`src/rtl/fibo_pkg.sv`:
```
// Shared definitions for the sequential Fibonacci engine:
// the controller state encoding and the default datapath widths.
package fibo_pkg;

    localparam int FIBO_IN_W  = 5;
    localparam int FIBO_OUT_W = 16;

    typedef enum logic [1:0] {
        IDLE = 2'd0,
        CALC = 2'd1,
        DONE = 2'd2
    } fibo_state_e;

endpackage : fibo_pkg

```
`src/rtl/fibonacci_calculator_if.sv`:
```
// Start/done handshake between a requester and the Fibonacci engine.
interface fibonacci_calculator_if
    import fibo_pkg::*;
#(
    parameter int IN_W  = FIBO_IN_W,
    parameter int OUT_W = FIBO_OUT_W
);

    logic [IN_W-1:0]  input_s;
    logic             begin_fibo;
    logic             done;
    logic [OUT_W-1:0] fibo_out;

    modport master (
        output input_s,
        output begin_fibo,
        input  done,
        input  fibo_out
    );

    modport slave (
        input  input_s,
        input  begin_fibo,
        output done,
        output fibo_out
    );

endinterface : fibonacci_calculator_if

```
`src/rtl/fibonacci_calculator.sv`:
```
// Iterative Fibonacci engine: a rising edge on begin_fibo latches n and the
// result F(n) mod 2^OUT_W appears on fibo_out with done held high.
module fibonacci_calculator
    import fibo_pkg::*;
#(
    parameter int IN_W  = FIBO_IN_W,
    parameter int OUT_W = FIBO_OUT_W
)
(
    input  logic                  clk,
    input  logic                  reset,
    fibonacci_calculator_if.slave bus
);

    fibo_state_e       r_state;
    logic [OUT_W-1:0]  r_a;
    logic [OUT_W-1:0]  r_b;
    logic [IN_W-1:0]   r_cnt;
    logic              r_begin_d;
    logic              r_done;
    logic [OUT_W-1:0]  r_fibo_out;

    logic              w_start;
    logic [OUT_W-1:0]  w_sum;

    // Start edge detection and the truncating adder.
    always_comb begin
        w_start = bus.begin_fibo & ~r_begin_d;
        w_sum   = r_a + r_b;
    end

    // Controller and datapath; a new start is honoured from IDLE and DONE alike.
    always_ff @(posedge clk) begin
        if (reset) begin
            r_state    <= IDLE;
            r_a        <= {OUT_W{1'b0}};
            r_b        <= OUT_W'(1'b1);
            r_cnt      <= {IN_W{1'b0}};
            r_begin_d  <= 1'b0;
            r_done     <= 1'b0;
            r_fibo_out <= {OUT_W{1'b0}};
        end else begin
            r_begin_d <= bus.begin_fibo;
            case (r_state)
                IDLE, DONE: begin
                    if (w_start) begin
                        r_a        <= {OUT_W{1'b0}};
                        r_b        <= OUT_W'(1'b1);
                        r_cnt      <= bus.input_s;
                        r_done     <= 1'b0;
                        r_fibo_out <= {OUT_W{1'b0}};
                        r_state    <= CALC;
                    end else begin
                        r_state <= r_state;
                    end
                end
                CALC: begin
                    // a tracks F(n-cnt); once cnt reaches zero it is the answer.
                    if (r_cnt == {IN_W{1'b0}}) begin
                        r_fibo_out <= r_a;
                        r_done     <= 1'b1;
                        r_state    <= DONE;
                    end else begin
                        r_a   <= r_b;
                        r_b   <= w_sum;
                        r_cnt <= r_cnt - IN_W'(1'b1);
                    end
                end
                default: begin
                    r_state    <= IDLE;
                    r_done     <= 1'b0;
                    r_fibo_out <= {OUT_W{1'b0}};
                end
            endcase
        end
    end

    assign bus.done     = r_done;
    assign bus.fibo_out = r_fibo_out;

endmodule : fibonacci_calculator

```
`src/flat_wrapper.sv`:
```
// flat-port wrapper written by rule: the top's interface ports become plain ports
module fibonacci_calculator_flat import fibo_pkg::*;
#(
    parameter int IN_W  = FIBO_IN_W,
    parameter int OUT_W = FIBO_OUT_W
)
  (clk, reset, bus_input_s, bus_begin_fibo, bus_done, bus_fibo_out);
  fibonacci_calculator_if #(.IN_W(IN_W), .OUT_W(OUT_W)) bus_i ();
  input  logic clk;
  input  logic reset;
  input wire logic [$bits(bus_i.input_s)-1:0] bus_input_s;
  input wire logic [$bits(bus_i.begin_fibo)-1:0] bus_begin_fibo;
  output wire logic [$bits(bus_i.done)-1:0] bus_done;
  output wire logic [$bits(bus_i.fibo_out)-1:0] bus_fibo_out;
  assign bus_i.input_s = bus_input_s;
  assign bus_i.begin_fibo = bus_begin_fibo;
  assign bus_done = bus_i.done;
  assign bus_fibo_out = bus_i.fibo_out;
  fibonacci_calculator #(.IN_W(IN_W), .OUT_W(OUT_W)) u_core (.clk(clk), .reset(reset), .bus(bus_i));
endmodule
```
`config.mk`:
```
export PLATFORM = sky130hd
export DESIGN_NAME = fibonacci_calculator_flat
export DESIGN_NICKNAME = d
export VERILOG_FILES = /design/src/rtl/fibo_pkg.sv /design/src/rtl/fibonacci_calculator_if.sv /design/src/rtl/fibonacci_calculator.sv /design/src/flat_wrapper.sv
export SDC_FILE = /design/constraint.sdc
export NUM_CORES = 1
export LEC_CHECK = 0
export ABC_AREA = 1
export BUFFER_PORTS_ARGS = -buffer_cell sky130_fd_sc_hd__buf_2
export CORE_MARGIN = 2
export CORE_UTILIZATION = 55
export CTS_CLUSTER_DIAMETER = 120
export CTS_CLUSTER_SIZE = 8
export DETAILED_ROUTE_END_ITERATION = 16
export GPL_ROUTABILITY_DRIVEN = 0
export PLACE_DENSITY = 0.79
export SLEW_MARGIN = 40
export SYNTH_ARGS = -nofsm -noshare
export SYNTH_HDL_FRONTEND = slang
export SYNTH_SLANG_ARGS = --single-unit
```
`constraint.sdc`:
```
create_clock -name clk -period 3.94 [get_ports clk]
set_input_delay 0.788 -clock clk [delete_from_list [all_inputs] [get_ports clk]]
set_output_delay 0.788 -clock clk [all_outputs]
set_load 0.1 [all_outputs]
```
Yosys cells after proc, flatten, opt, wreduce, memory -nomap -nowiden --
Index checks and enable logic that the tools add are counted.
Word-level totals: bits in registers 57, logic and storage cells 39, output and inout bits 17, bits of input ports 8
Operators by class: reductions and logical operators 6, bitwise gates (word level) 2, add/sub/neg operators 2, mux-type cells 17, equal/unequal tests 5
Operators by type and width (count):
- 16-bit one-hot mux with 2 select lines | 3
- 16-bit two-way mux | 5
- 16-bit adder | 1
- 5-bit two-way mux | 2
- 5-bit one-hot mux with 2 select lines | 1
- 5-bit zero test | 1
- 5-bit by 1-bit subtractor with 5-bit output (second input constant) | 1
- 2-bit two-way mux | 2
- 2-bit by 1-bit != test with 1-bit output (second input constant) | 2
- 2-bit one-hot mux with 2 select lines | 1
- 3-bit AND reduction | 1
- 2-bit by 1-bit == test with 1-bit output (second input constant) | 1
- 2-bit == test (second input constant) | 1
- 2-bit zero test | 1
- 1-bit two-way mux | 2
- 2-bit != test (second input constant) | 1
- 1-bit one-hot mux with 2 select lines | 1
- 2-bit AND reduction | 1
- 2-bit nonzero test | 1
- 2-bit OR reduction | 1
- 1-bit AND | 1
- 1-bit NOT | 1

Longest topological paths before layout --
Gate-level depths: netlist of run 1.
word-level depth 4, depth in mapped cells 11, gate-level depth less buffers 11

Worst setup path after synthesis of run 1 --
No wires, ideal clock.
path kind register to register, start point register u_core.bus.done (netlist name), end point register u_core.r_a[13], buffers on the path 1, data arrival time 1.737 ns, cell stages (with the launch flop) 6, setup slack 2.087 ns, clock period less this slack 1.853 ns, data required time 3.823 ns, setup time 0.117 ns, cells stage by stage dfxtp_1 > nor2_8 > nand2_4 > nor2_4 > buf_2 > a22o_1
RTL lines:
- end signal: assignment | RTL line fibonacci_calculator.sv:36 | r_a <= {OUT_W{1'b0}};
- end signal: assignment | RTL line fibonacci_calculator.sv:47 | r_a <= {OUT_W{1'b0}};
- end signal: assignment | RTL line fibonacci_calculator.sv:64 | r_a <= r_b;
- end: declaration | RTL line fibonacci_calculator.sv:16 | logic [OUT_W-1:0] r_a;

Worst setup path after layout of run 1 --
start point register u_core.r_done, in the netlist u_core.bus.done, end point output bus_done
RTL lines:
- start: declaration | RTL line fibonacci_calculator.sv:20 | logic r_done;
- start signal: assignment | RTL line fibonacci_calculator.sv:40 | r_done <= 1'b0;
- start signal: assignment | RTL line fibonacci_calculator.sv:50 | r_done <= 1'b0;
- start signal: assignment | RTL line fibonacci_calculator.sv:61 | r_done <= 1'b1;
- end: declaration | RTL line flat_wrapper.sv:13 | output wire logic [$bits(bus_i.done)-1:0] bus_done;
No word-level cell between the ends.

==> results of run 1 <==
## layout by cell type, fill, tap and decap left out, types with 2 or more instances in the layout
cell type and instances:
sky130_fd_sc_hd__nor2_1 15, sky130_fd_sc_hd__nand2_2 2, sky130_fd_sc_hd__nand3_1 23, sky130_fd_sc_hd__nor2_4 4, sky130_fd_sc_hd__o21ai_0 7, sky130_fd_sc_hd__nand2_4 2
sky130_fd_sc_hd__xor2_1 2, sky130_fd_sc_hd__o32ai_1 3, sky130_fd_sc_hd__inv_2 3, sky130_fd_sc_hd__dfxtp_1 56, sky130_fd_sc_hd__ha_1 17, sky130_fd_sc_hd__nand3b_1 2
sky130_fd_sc_hd__nand2_1 158, sky130_fd_sc_hd__nor3_1 4, sky130_fd_sc_hd__a21oi_1 29, sky130_fd_sc_hd__a22o_1 6, sky130_fd_sc_hd__clkbuf_8 5, sky130_fd_sc_hd__buf_2 24
sky130_fd_sc_hd__or2_2 2, sky130_fd_sc_hd__inv_1 55, sky130_fd_sc_hd__o21ai_1 10, sky130_fd_sc_hd__o22ai_1 5, sky130_fd_sc_hd__o31ai_1 3
## routing by layer
layer	GRT usage	up-vias	part of all wire
li1	-	1398	-
met1	0.281	1172	0.48
met2	0.383	44	0.48
met3	0.0349	5	0.035
met4	0.0607	0	0.0087
met5	0	-	0
## state kept, by name, indices dropped and copies added, names as in the netlist
signal               flops
u_core.bus.done          1
u_core.bus.fibo_out     16
u_core.r_b              16
u_core.r_state           1
u_core.r_a              16
u_core.r_cnt             5
u_core.r_begin_d         1
## cell usage after synthesis (2+ instances only)
master,instances,area [µm²]
sky130_fd_sc_hd__inv_1,55,206
sky130_fd_sc_hd__inv_2,3,11.3
sky130_fd_sc_hd__nand2_1,158,593
sky130_fd_sc_hd__ha_1,17,213
sky130_fd_sc_hd__o32ai_1,3,26.3
sky130_fd_sc_hd__buf_2,6,30.0
sky130_fd_sc_hd__o21ai_0,7,35.0
sky130_fd_sc_hd__a21oi_1,29,145
sky130_fd_sc_hd__nand2_4,2,22.5
sky130_fd_sc_hd__o31ai_1,3,22.5
sky130_fd_sc_hd__or2_2,2,12.5
sky130_fd_sc_hd__xor2_1,2,17.5
sky130_fd_sc_hd__nor3_1,4,20.0
sky130_fd_sc_hd__nor2_1,15,56.3
sky130_fd_sc_hd__dfxtp_1,56,1120
sky130_fd_sc_hd__nor2_4,4,45.0
sky130_fd_sc_hd__buf_4,2,15.0
sky130_fd_sc_hd__nand2_2,2,12.5
sky130_fd_sc_hd__nand3_1,23,115
sky130_fd_sc_hd__a22o_1,6,52.6
sky130_fd_sc_hd__nand3b_1,2,15.0
sky130_fd_sc_hd__o21ai_1,10,50.1
sky130_fd_sc_hd__clkbuf_1,3,11.3
sky130_fd_sc_hd__o22ai_1,5,31.3
## report_power, final
group	switching (µW)	leakage (µW)	internal, µW
clock	189	0.0000414	127
combinational	96.8	0.00107	36.6
sequential	11.8	0.000452	576
## layout make-up
type | instances | area share
multi-input combinational | 303 | 0.492
tap | 70 | 0.0272
sequential | 56 | 0.348
clock buffer | 6 | 0.0225
inverter | 58 | 0.0676
timing repair buffer | 24 | 0.0373
clock inverter | 2 | 0.00505
## stage by stage
stage / area (µm²) / power, µW / instances / hold slack, ns / utilization
final: 3220 / 1040 / 519 / 0.462 / 0.623
after global routing: 3220 / 1080 / 519 / 0.486 / 0.623
after CTS: 3220 / 1050 / 519 / 0.467 / 0.623
after detailed placement: 3130 / 735 / 511 / 0.452 / 0.606
after global placement: 3130 / 732 / 511 / 0.445 / 0.606
after floorplan: 2980 / 711 / 428 / 0.447 / -
## final timing paths
check                                             from                      to  slack, ns
worst min-delay path            u_core.bus.fibo_out[5]  u_core.bus.fibo_out[5]       0.46
worst min register to register  u_core.bus.fibo_out[5]  u_core.bus.fibo_out[5]       0.46
worst max-delay path                   u_core.bus.done                bus_done       1.90
worst max register to register         u_core.r_cnt[0]           u_core.r_a[1]       2.01
## cells by family (layout without fill, tap and decap cells)
group / after synthesis / count (layout)
simple gates: 218 / 218
buf+inv: 69 / 90
compound gates: 63 / 63
flops: 56 / 56
xor+xnor: 3 / 3
mux: 1 / 1
fa+ha+maj: 18 / 18
==> impl_results.rst, run 1 <==
.. list-table::
   :header-rows: 1

   * - Metric
     - Value
   * - Final number of max-transition violations
     - 0
   * - Hold_buf cts
     - 0
   * - Delay of the slowest cell on the worst path
     - approximately 0.48 ns
   * - Yosys reg bits
     - 56
   * - Setup WS post-layout
     - around 1.9 ns
   * - Clock buffer depth
     - 2
   * - Net total in the final layout
     - between 400 and 500
   * - Highest achievable clock rate
     - just under 0.5 GHz
   * - Synth Area in Compound Gates
     - 0.122
   * - Clock network latency to the later pin of the worst-skew pair
     - 0.31 ns
   * - Worst slew pin tran
     - roughly 0.6 ns
   * - Via count
     - approximately 2,600
   * - Count of cell types in the netlist
     - 33
   * - Synthesis-to-layout area growth
     - 8.06%
   * - Post-layout minimum cycle time
     - 2.04 ns
   * - DIE HEIGHT
     - ~78 µm
   * - Remaining antenna violation count after routing
     - 0
   * - Number of DRC violations after detailed-routing iteration 0
     - around 150
   * - Quantity of I/O buffers inserted on ports
     - 24
   * - Number of global-route vias before repair
     - about 2,400
   * - Setup TNS
     - 0 ns
   * - Cell Chain, Critical Path
     - buf_2
   * - Most used DFF post-synth
     - sky130_fd_sc_hd__dfxtp_1
   * - Sequential cell area fraction in the yosys report
     - 0.376
   * - Post-placement worst setup slack
     - between 1.5 and 2 ns
   * - I/O Pins
     - 25
   * - Sequential standard cell area
     - between 1000 and 1500 µm²
   * - CP delay by family, top
     - buffers and inverters
   * - RSZ-0062 raised after global routing
     - false
   * - Synth warn
     - 0
   * - Diodes inserted
     - 0
   * - Cell area after synthesis
     - 2980 µm²
   * - Adder-Cell Fraction of Synth Area
     - 0.0781
   * - Highest ir drop seen on vdd
     - around 0.00024 V
   * - Path depth of the worst reg2reg path
     - 7
   * - Synthesized Nets
     - roughly 450
   * - Largest fanout on the critical path
     - 3
   * - Number of enable-type register cells in the synthesized netlist
     - 0
   * - Wire length per cell
     - 12.2 µm
   * - Setup crit start kind
     - flop
   * - Standard-cell rows
     - 26
   * - Die width
     - ~78 µm
   * - Starting utilization of the core area
     - 0.576
   * - Floorplan Core Area
     - between 5000 and 6000 µm²
   * - Path length in cells of the critical path
     - 1
   * - Antenna violations before repair
     - 0
   * - Pin count of the biggest net entering global routing
     - 27
   * - XOR/XNOR Fraction of Synth Area
     - 0.00881
   * - DR DRC count
     - 0
   * - Clock buffers created by TritonCTS
     - 5
   * - Number of instances resized during post-cts repair
     - 0
   * - Post-synthesis area per instance
     - between 6 and 7 µm²
   * - Cell with the largest stage delay on the worst path
     - sky130_fd_sc_hd__buf_2
   * - Simple-gate share of the synthesized area
     - 0.320
   * - Final setup violating endpoints
     - 0
   * - Detail Placement HPWL
     - approximately 4.6 mm
   * - Run status
     - finished, final reports clean
   * - Lkg Pwr
     - around 0.0016 µW
   * - Count of maximum capacitance violations
     - 0
   * - Endpoint type of the worst setup path
     - primary output
   * - Footprint of the multi-input gates
     - 1590 µm²
   * - Clk root buf
     - sky130_fd_sc_hd__clkbuf_8
   * - Dominant combinational cell family by area after synthesis
     - simple AND/OR/NAND/NOR gates
   * - Slew HR
     - 0.598
   * - Worst Skew
     - roughly 0.0073 ns
   * - H-tree depth
     - 2
   * - Hold Crit Class
     - reg -> reg
   * - Gr usage total
     - 0.220
   * - Vias per Instance
     - ~5.0
   * - Count of buffers added by post-CTS timing repair for setup
     - 0
   * - Count of buffering cells on the critical path with inverters included
     - 1
   * - Power per cell area
     - about 320 nW/µm²
   * - Post-Syn Instances
     - 428
   * - Portion of the clock cycle consumed by the worst path in the final layout
     - 0.518
   * - Filler cell count
     - roughly 460
   * - Share of synthesized registers carrying an async set or reset
     - 0
   * - Global-route wire length before repair
     - 10.8 mm
   * - Critical path class
     - reg -> out
   * - DRT Pass-1 Iters
     - 4
   * - CTS tree
     - done
   * - Die outline area
     - between 6000 and 7000 µm²
   * - Layout cells sized above 1
     - 0.102
   * - Hold path cells
     - 2
   * - Gr ovfl total
     - 0
   * - Total number of clock tree sinks
     - between 50 and 60
   * - Post-detailed-routing wire length
     - about 6.3 mm
   * - Arrival time of data at the critical path endpoint
     - ~1.3 ns
   * - Critical path required time
     - 3.15 ns
   * - Clock slew at the register clock pins of the worst setup and hold paths
     - approximately 0.090 ns
   * - Hold Vio Cnt, Final
     - 0
   * - Proportion of synthesized area in mux cells
     - 0.00336
(Power assumes the default switching activity.)
==> inputs of run 2 (changes only) <==
CORE_UTILIZATION = 54   (was 55)
PLACE_DENSITY = 0.81   (was 0.79)
clock period = 1.65 ns   (was 3.94 ns; I/O delays follow)
==> run 2 against run 1 <==
Largest power group unchanged. Clock power rose by 140%. Routed wire length increased by 9.9%. Core utilization rose by 1.6 points. Clock skew up 0.0032 ns. Power grew 140%. Sequential power is 140% higher. Global-route usage rose by 0.78 points.
==> impl_results.rst, run 2 (synthesized netlist as in run 1, its figures left out) <==
.. list-table::
   :header-rows: 1

   * - Metric
     - Value
   * - Worst Skew
     - 0.0105 ns (was 0.00728 ns)
   * - Sw Ratio
     - 0.292 (was 0.287)
   * - Power per cell area
     - 734 nW/µm² (was 322 nW/µm²)
   * - Critical path required time
     - 1.86 ns (was 3.15 ns)
   * - Layout cells sized above 1
     - 0.189 (was 0.102)
   * - Diodes inserted
     - 0 (unchanged)
   * - Die outline area
     - 6130 µm² (was 6030 µm²)
   * - Endpoint type of the worst setup path
     - flop (was primary output)
   * - Antenna violations before repair
     - 0 (unchanged)
   * - DR DRC count
     - 0 (unchanged)
   * - Vias per Instance
     - 5.29 (was 5.05)
   * - Number of non-filler instances in the completed layout
     - 532 (was 519)
   * - Worst slew pin tran
     - 0.491 ns (was 0.602 ns)
   * - Die width
     - 78.3 µm (was 77.6 µm)
   * - Finished Cell Area
     - 3450 µm² (was 3220 µm²)
   * - DIE HEIGHT
     - 78.3 µm (was 77.6 µm)
   * - Most used cells in the layout excluding fill and tap cells
     - sky130_fd_sc_hd__nand2_1 (154), sky130_fd_sc_hd__inv_1 (54), sky130_fd_sc_hd__dfxtp_1 (48) (was sky130_fd_sc_hd__nand2_1 (158), sky130_fd_sc_hd__dfxtp_1 (56), sky130_fd_sc_hd__inv_1 (55))
   * - Hold Crit Class
     - in -> reg (was reg -> reg)
   * - Final setup violating endpoints
     - 0 (unchanged)
   * - Pin count of the biggest net entering global routing
     - 18 (was 27)
   * - Quantity of I/O buffers inserted on ports
     - 24 (unchanged)
   * - Clock slew at the register clock pins of the worst setup and hold paths
     - 0.11 ns (was 0.09 ns)
   * - Placed insts
     - 523 (was 511)
   * - Clk root buf
     - sky130_fd_sc_hd__clkbuf_8 (unchanged)
   * - Standard-cell rows
     - 27 (was 26)
   * - Starting utilization of the core area
     - 0.552 (was 0.576)
   * - Largest fanout on the critical path
     - 4 (was 3)
   * - Gr ovfl total
     - 0 (unchanged)
   * - Net total in the final layout
     - 485 (was 474)
   * - Number of DRC violations after detailed-routing iteration 0
     - 188 (was 146)
   * - Clk pwr share
     - 0.301 (was 0.305)
   * - Remaining antenna violation count after routing
     - 0 (unchanged)
   * - H-tree depth
     - 2 (unchanged)
   * - Critical path class
     - reg -> reg (was reg -> out)
   * - Clock buffer depth
     - 2 (unchanged)
   * - Highest achievable clock rate
     - approximately 0.62 GHz
   * - Highest ir drop seen on vdd
     - 0.000735 V (was 0.000236 V)
   * - Floorplan Core Area
     - 5410 µm² (was 5170 µm²)
   * - Clock buffers created by TritonCTS
     - 5 (unchanged)
   * - Setup WS post-layout
     - 0.0484 ns (was 1.90 ns)
   * - DRT Pass-1 Iters
     - 4 (unchanged)
   * - Detail Placement HPWL
     - 5.03 mm (was 4.60 mm)
   * - Synthesis-to-layout area growth
     - 15.8% (was 8.06%)
   * - I/O Pins
     - 25 (unchanged)
   * - Hold_buf cts
     - 0 (unchanged)
   * - Via count
     - 2,813 (was 2,619)
   * - Number of global-route vias before repair
     - 2,617 (was 2,384)
   * - Portion of the clock cycle consumed by the worst path in the final layout
     - 0.971
   * - Sequential share of power
     - 0.554 (was 0.567)
   * - Count of maximum capacitance violations
     - 0 (unchanged)
   * - Wire length per cell
     - 13.0 µm (was 12.2 µm)
   * - Final number of max-transition violations
     - 0 (unchanged)
   * - Setup crit start kind
     - flop (unchanged)
   * - Net switching power of the design
     - 739 µW (was 298 µW)
   * - Run status
     - finished, final reports clean (unchanged)
   * - Total number of clock tree sinks
     - 56 (unchanged)
   * - Post-detailed-routing wire length
     - 6.93 mm (was 6.31 mm)
   * - Total power consumption of the routed design
     - 2530 µW (was 1040 µW)
   * - Filler cell count
     - 466 (was 463)
   * - Lkg Pwr
     - 0.00161 µW (was 0.00157 µW)
   * - Global-route wire length before repair
     - 11.2 mm (was 10.8 mm)
   * - Commonest non-fill, non-tap cell in the layout
     - sky130_fd_sc_hd__nand2_1 (unchanged)
   * - Hold Vio Cnt, Final
     - 0 (unchanged)
   * - Arrival time of data at the critical path endpoint
     - 1.82 ns (was 1.25 ns)
   * - RSZ-0062 raised after global routing
     - true (was false)
   * - Post-layout minimum cycle time
     - around 1.6 ns
   * - Design internal power
     - 1790 µW (was 740 µW)
   * - CTS tree
     - done (unchanged)
   * - Area of placed instances
     - 3210 µm² (was 3130 µm²)
   * - Combinational share of power
     - 0.145 (was 0.129)
   * - Clock network latency to the later pin of the worst-skew pair
     - 0.32 ns (was 0.31 ns)
   * - Slew HR
     - 0.675 (was 0.598)
   * - Post-placement worst setup slack
     - -0.0361 ns (was 1.78 ns)
   * - Gr usage total
     - 0.228 (was 0.220)
[run 2: cell types whose count changed in the layout (fill, tap and decap cells not counted), sizes merged]
cell	before	now
buf	24	35
[run 2: what timing repair did]
item / in CTS / in global routing
endpoints found under the setup margin: 3 / 13
buffers inserted: 0 / 1
resized for setup: 3 / 29
[run 2: worst paths after layout]
kind	start	end	slack, ns	depth (start not counted)
max	u_core.r_a[4]	u_core.r_b[6]	0.05	8
min	bus_begin_fibo	u_core.r_begin_d	0.24	3
max reg2reg	u_core.r_a[4]	u_core.r_b[6]	0.05	8
min reg2reg	u_core.bus.fibo_out[12]	u_core.bus.fibo_out[12]	0.46	2
[run 2: area by class of cell]
class | count | area [µm²] | area share
multi-input combinational | 303 | 1720 | 0.499
timing repair buffer | 35 | 203 | 0.0587
tap | 72 | 90.1 | 0.0261
clock buffer | 6 | 72.6 | 0.0210
inverter | 58 | 218 | 0.0631
sequential | 56 | 1130 | 0.328
clock inverter | 2 | 16.3 | 0.00471
[run 2: worst max-delay path, stage by stage (launching register included)]
cell	delay, ns
sky130_fd_sc_hd__dfxtp_1	0.44
sky130_fd_sc_hd__ha_4	0.25
sky130_fd_sc_hd__nand2_1	0.10
sky130_fd_sc_hd__inv_1	0.05
sky130_fd_sc_hd__nand2_1	0.07
sky130_fd_sc_hd__nand3_2	0.14
sky130_fd_sc_hd__or2_2	0.31
sky130_fd_sc_hd__nand3_1	0.07
sky130_fd_sc_hd__o31ai_1	0.06
[run 2: stage by stage]
stage / hold WS, ns / util / TNS, ns
final: 0.243 / 0.639 / 0
after global routing: 0.247 / 0.639 / -0.147
after floorplan: 0.437 / - / 0
after CTS: 0.242 / 0.613 / 0
after detailed placement: 0.450 / 0.594 / -0.0422
after global placement: 0.446 / 0.594 / 0
[run 2: power by group through the flow]
stage	Sequential [µW]	Combinational (µW)	Clock [µW]
2_1_floorplan	1450	251	0
3_3_place_gp	1430	344	0
3_5_place_dp	1430	352	0
4_1_cts	1400	354	765
5_1_grt	1410	405	813
6_report	1400	367	763
[run 2: routing by layer]
layer  global-route usage  part of all wire  up-vias
met2                0.401              0.51       75
met1                0.271              0.43     1304
met3               0.0414             0.041       17
met4                0.100             0.022        0
met5                    0                 0        -
li1                     -                 -     1417
==> inputs of run 3 (changes only) <==
CTS_BUF_LIST = sky130_fd_sc_hd__clkbuf_16   (was default)
SLEW_MARGIN = 15   (was 40)
==> run 3 against run 2 <==
Sequential share of layout area shrank 0.61 points. Maximum frequency shrank 1.4%. Clock power grew 38%. Register-to-register slack lost 0.02 ns. Worst setup slack lost 0.022 ns. Via count is essentially flat. Critical path depth grew 1. Routed wire length grew 0.66%. Die area is the same. Non-clock buffer count is the same. Sequential power is essentially flat.
==> impl_results.rst, run 3 (synthesized netlist as in run 1, its figures left out) <==
.. list-table::
   :header-rows: 1

   * - Metric
     - Value
   * - Run status
     - finished, final reports clean (unchanged)
   * - Post-detailed-routing wire length
     - 6.98 mm (was 6.93 mm)
   * - Finished Cell Area
     - 3510 µm² (was 3450 µm²)
   * - I/O Pins
     - 25 (unchanged)
   * - DIE HEIGHT
     - 78.3 µm (unchanged)
   * - Starting utilization of the core area
     - 0.552 (unchanged)
   * - Pin count of the biggest net entering global routing
     - 18 (unchanged)
   * - Sequential standard cell area
     - 1130 µm² (about the same)
   * - CP delay by family, top
     - adder cells (was simple AND/OR/NAND/NOR gates)
   * - Quantity of I/O buffers inserted on ports
     - 24 (unchanged)
   * - Power per cell area
     - 801 nW/µm² (was 734 nW/µm²)
   * - Net total in the final layout
     - 485 (unchanged)
   * - Count of maximum capacitance violations
     - 0 (unchanged)
   * - Commonest non-fill, non-tap cell in the layout
     - sky130_fd_sc_hd__nand2_1 (unchanged)
   * - Number of non-filler instances in the completed layout
     - 532 (unchanged)
   * - Synthesis-to-layout area growth
     - 17.8% (was 15.8%)
   * - Portion of the clock cycle consumed by the worst path in the final layout
     - 0.984 (was 0.971)
   * - Number of global-route vias before repair
     - 2,656 (was 2,617)
   * - Footprint of the multi-input gates
     - 1730 µm² (was 1720 µm²)
   * - Diodes inserted
     - 0 (unchanged)
   * - Highest achievable clock rate
     - 0.616 GHz (was 0.624 GHz)
   * - Endpoint type of the worst setup path
     - flop (unchanged)
   * - Antenna violations before repair
     - 0 (unchanged)
   * - Clock buffers created by TritonCTS
     - 5 (unchanged)
   * - Total number of clock tree sinks
     - 56 (unchanged)
   * - Gr ovfl total
     - 0 (unchanged)
   * - Wire length per cell
     - 13.1 µm (was 13.0 µm)
   * - Slew HR
     - 0.675 (unchanged)
   * - Lkg Pwr
     - 0.00165 µW (was 0.00161 µW)
   * - Gr usage total
     - 0.230 (was 0.228)
   * - Setup crit start kind
     - flop (unchanged)
   * - Worst slew pin tran
     - 0.491 ns (about the same)
   * - Count of buffering cells on the critical path with inverters included
     - 3 (was 1)
   * - Most used cells in the layout excluding fill and tap cells
     - sky130_fd_sc_hd__nand2_1 (154), sky130_fd_sc_hd__inv_1 (55), sky130_fd_sc_hd__dfxtp_1 (49) (was sky130_fd_sc_hd__nand2_1 (154), sky130_fd_sc_hd__inv_1 (54), sky130_fd_sc_hd__dfxtp_1 (48))
   * - Arrival time of data at the critical path endpoint
     - 1.79 ns (was 1.82 ns)
   * - Clock slew at the register clock pins of the worst setup and hold paths
     - 0.07 ns (was 0.11 ns)
   * - H-tree depth
     - 2 (unchanged)
   * - Hold Vio Cnt, Final
     - 0 (unchanged)
   * - Filler cell count
     - 457 (was 466)
   * - Final setup violating endpoints
     - 0 (unchanged)
   * - Delay of the slowest cell on the worst path
     - 0.36 ns (was 0.44 ns)
   * - Critical path required time
     - 1.82 ns (was 1.86 ns)
   * - Highest ir drop seen on vdd
     - 0.000734 V (was 0.000735 V)
   * - Standard-cell rows
     - 27 (unchanged)
   * - Cell with the largest stage delay on the worst path
     - sky130_fd_sc_hd__dfxtp_2 (was sky130_fd_sc_hd__dfxtp_1)
   * - Area of placed instances
     - 3210 µm² (unchanged)
   * - Clk root buf
     - sky130_fd_sc_hd__clkbuf_16 (was sky130_fd_sc_hd__clkbuf_8)
   * - Hold Crit Class
     - in -> reg (unchanged)
   * - Largest fanout on the critical path
     - 3 (was 4)
   * - Die width
     - 78.3 µm (unchanged)
   * - CTS tree
     - done (unchanged)
   * - Post-Route Hold Slack
     - 0.267 ns (was 0.243 ns)
   * - Worst Skew
     - 0.00569 ns (was 0.0105 ns)
   * - Clock buffer depth
     - 2 (unchanged)
   * - DR DRC count
     - 0 (unchanged)
   * - Remaining antenna violation count after routing
     - 0 (unchanged)
   * - Number of DRC violations after detailed-routing iteration 0
     - 195 (was 188)
   * - Cell Chain, Critical Path
     - ha_4 > inv_1 > fa_2 > inv_2 > nand3_2 > nand3_4 > buf_4 > xnor2_1 > o32ai_1 (was ha_4 > nand2_1 > inv_1 > nand2_1 > nand3_2 > or2_2 > nand3_1 > o31ai_1)
   * - Hold_buf cts
     - 0 (unchanged)
   * - Critical path class
     - reg -> reg (unchanged)
   * - Clock network latency to the later pin of the worst-skew pair
     - 0.29 ns (was 0.32 ns)
   * - Final number of max-transition violations
     - 0 (unchanged)
   * - Vias per Instance
     - 5.29 (about the same)
   * - Floorplan Core Area
     - 5410 µm² (unchanged)
   * - Layout cells sized above 1
     - 0.185 (was 0.189)
   * - Via count
     - 2,815 (was 2,813)
   * - DRT Pass-1 Iters
     - 5 (was 4)
   * - Die outline area
     - 6130 µm² (unchanged)
   * - Global-route wire length before repair
     - 11.4 mm (was 11.2 mm)
   * - Detail Placement HPWL
     - 5.03 mm (unchanged)
   * - Placed insts
     - 523 (unchanged)
   * - Post-layout minimum cycle time
     - 1.62 ns (was 1.60 ns)
-- run 3: cell types whose count changed in the layout (fill, tap and decap cells not counted), sizes merged --
cell and delta:
inv +1, clkbuf -1
-- run 3: final timing paths --
check	cells past startpoint	startpoint	to	slack, ns
max reg2reg	9	u_core.r_b[0]	u_core.r_b[4]	0.03
min	3	bus_begin_fibo	u_core.r_begin_d	0.27
max	9	u_core.r_b[0]	u_core.r_b[4]	0.03
min reg2reg	2	u_core.bus.fibo_out[11]	u_core.bus.fibo_out[11]	0.46
-- run 3: power by group --
part | leakage, µW | internal, µW | switching, µW | total, µW
Clock | 0.0000712 | 561 | 491 | 1050
Sequential | 0.000455 | 1380 | 26.9 | 1400
Combinational | 0.00112 | 112 | 247 | 359
-- run 3: per-layer routing --
| layer | track usage | part of all wire | vias up |
|---|---|---|---|
| met4 | 0.0982 | 0.022 | 0 |
| met5 | 0 | 0 | - |
| met3 | 0.0391 | 0.033 | 19 |
| met2 | 0.405 | 0.51 | 68 |
| met1 | 0.275 | 0.44 | 1309 |
| li1 | - | - | 1419 |
-- run 3: worst register-to-register path: cells and delay by family, from the launching register on --
kind            cells  cell delay, ns
compound gates      1            0.12
xor+xnor            1            0.14
fa+ha+maj           2            0.48
buf+inv             3            0.23
flops               1            0.36
simple gates        2            0.18
-- run 3: per-stage QoR --
step	util	power (µW)	TNS [ns]	setup WS, ns
2_1_floorplan	-	1700	0	0.0856
3_3_place_gp	0.594	1780	0	0.0235
3_5_place_dp	0.594	1790	-0.0422	-0.0361
4_1_cts	0.623	2810	0	0.0129
5_1_grt	0.650	2910	-0.0640	-0.0328
6_report	0.650	2810	0	0.0261
-- run 3: repair_timing --
item,4_1_cts,5_1_grt
buffers inserted,0,1
gates resized for setup,3,28
setup endpoints to repair,3,12
-- run 3: cell type report --
cell class / instances / area share
well taps: 72 / 0.0256
repair buffers: 35 / 0.0577
clock buffers: 5 / 0.0356
clock inverters: 3 / 0.00570
multi-input cells: 303 / 0.492
inverters: 58 / 0.0620
flip-flops and latches: 56 / 0.322
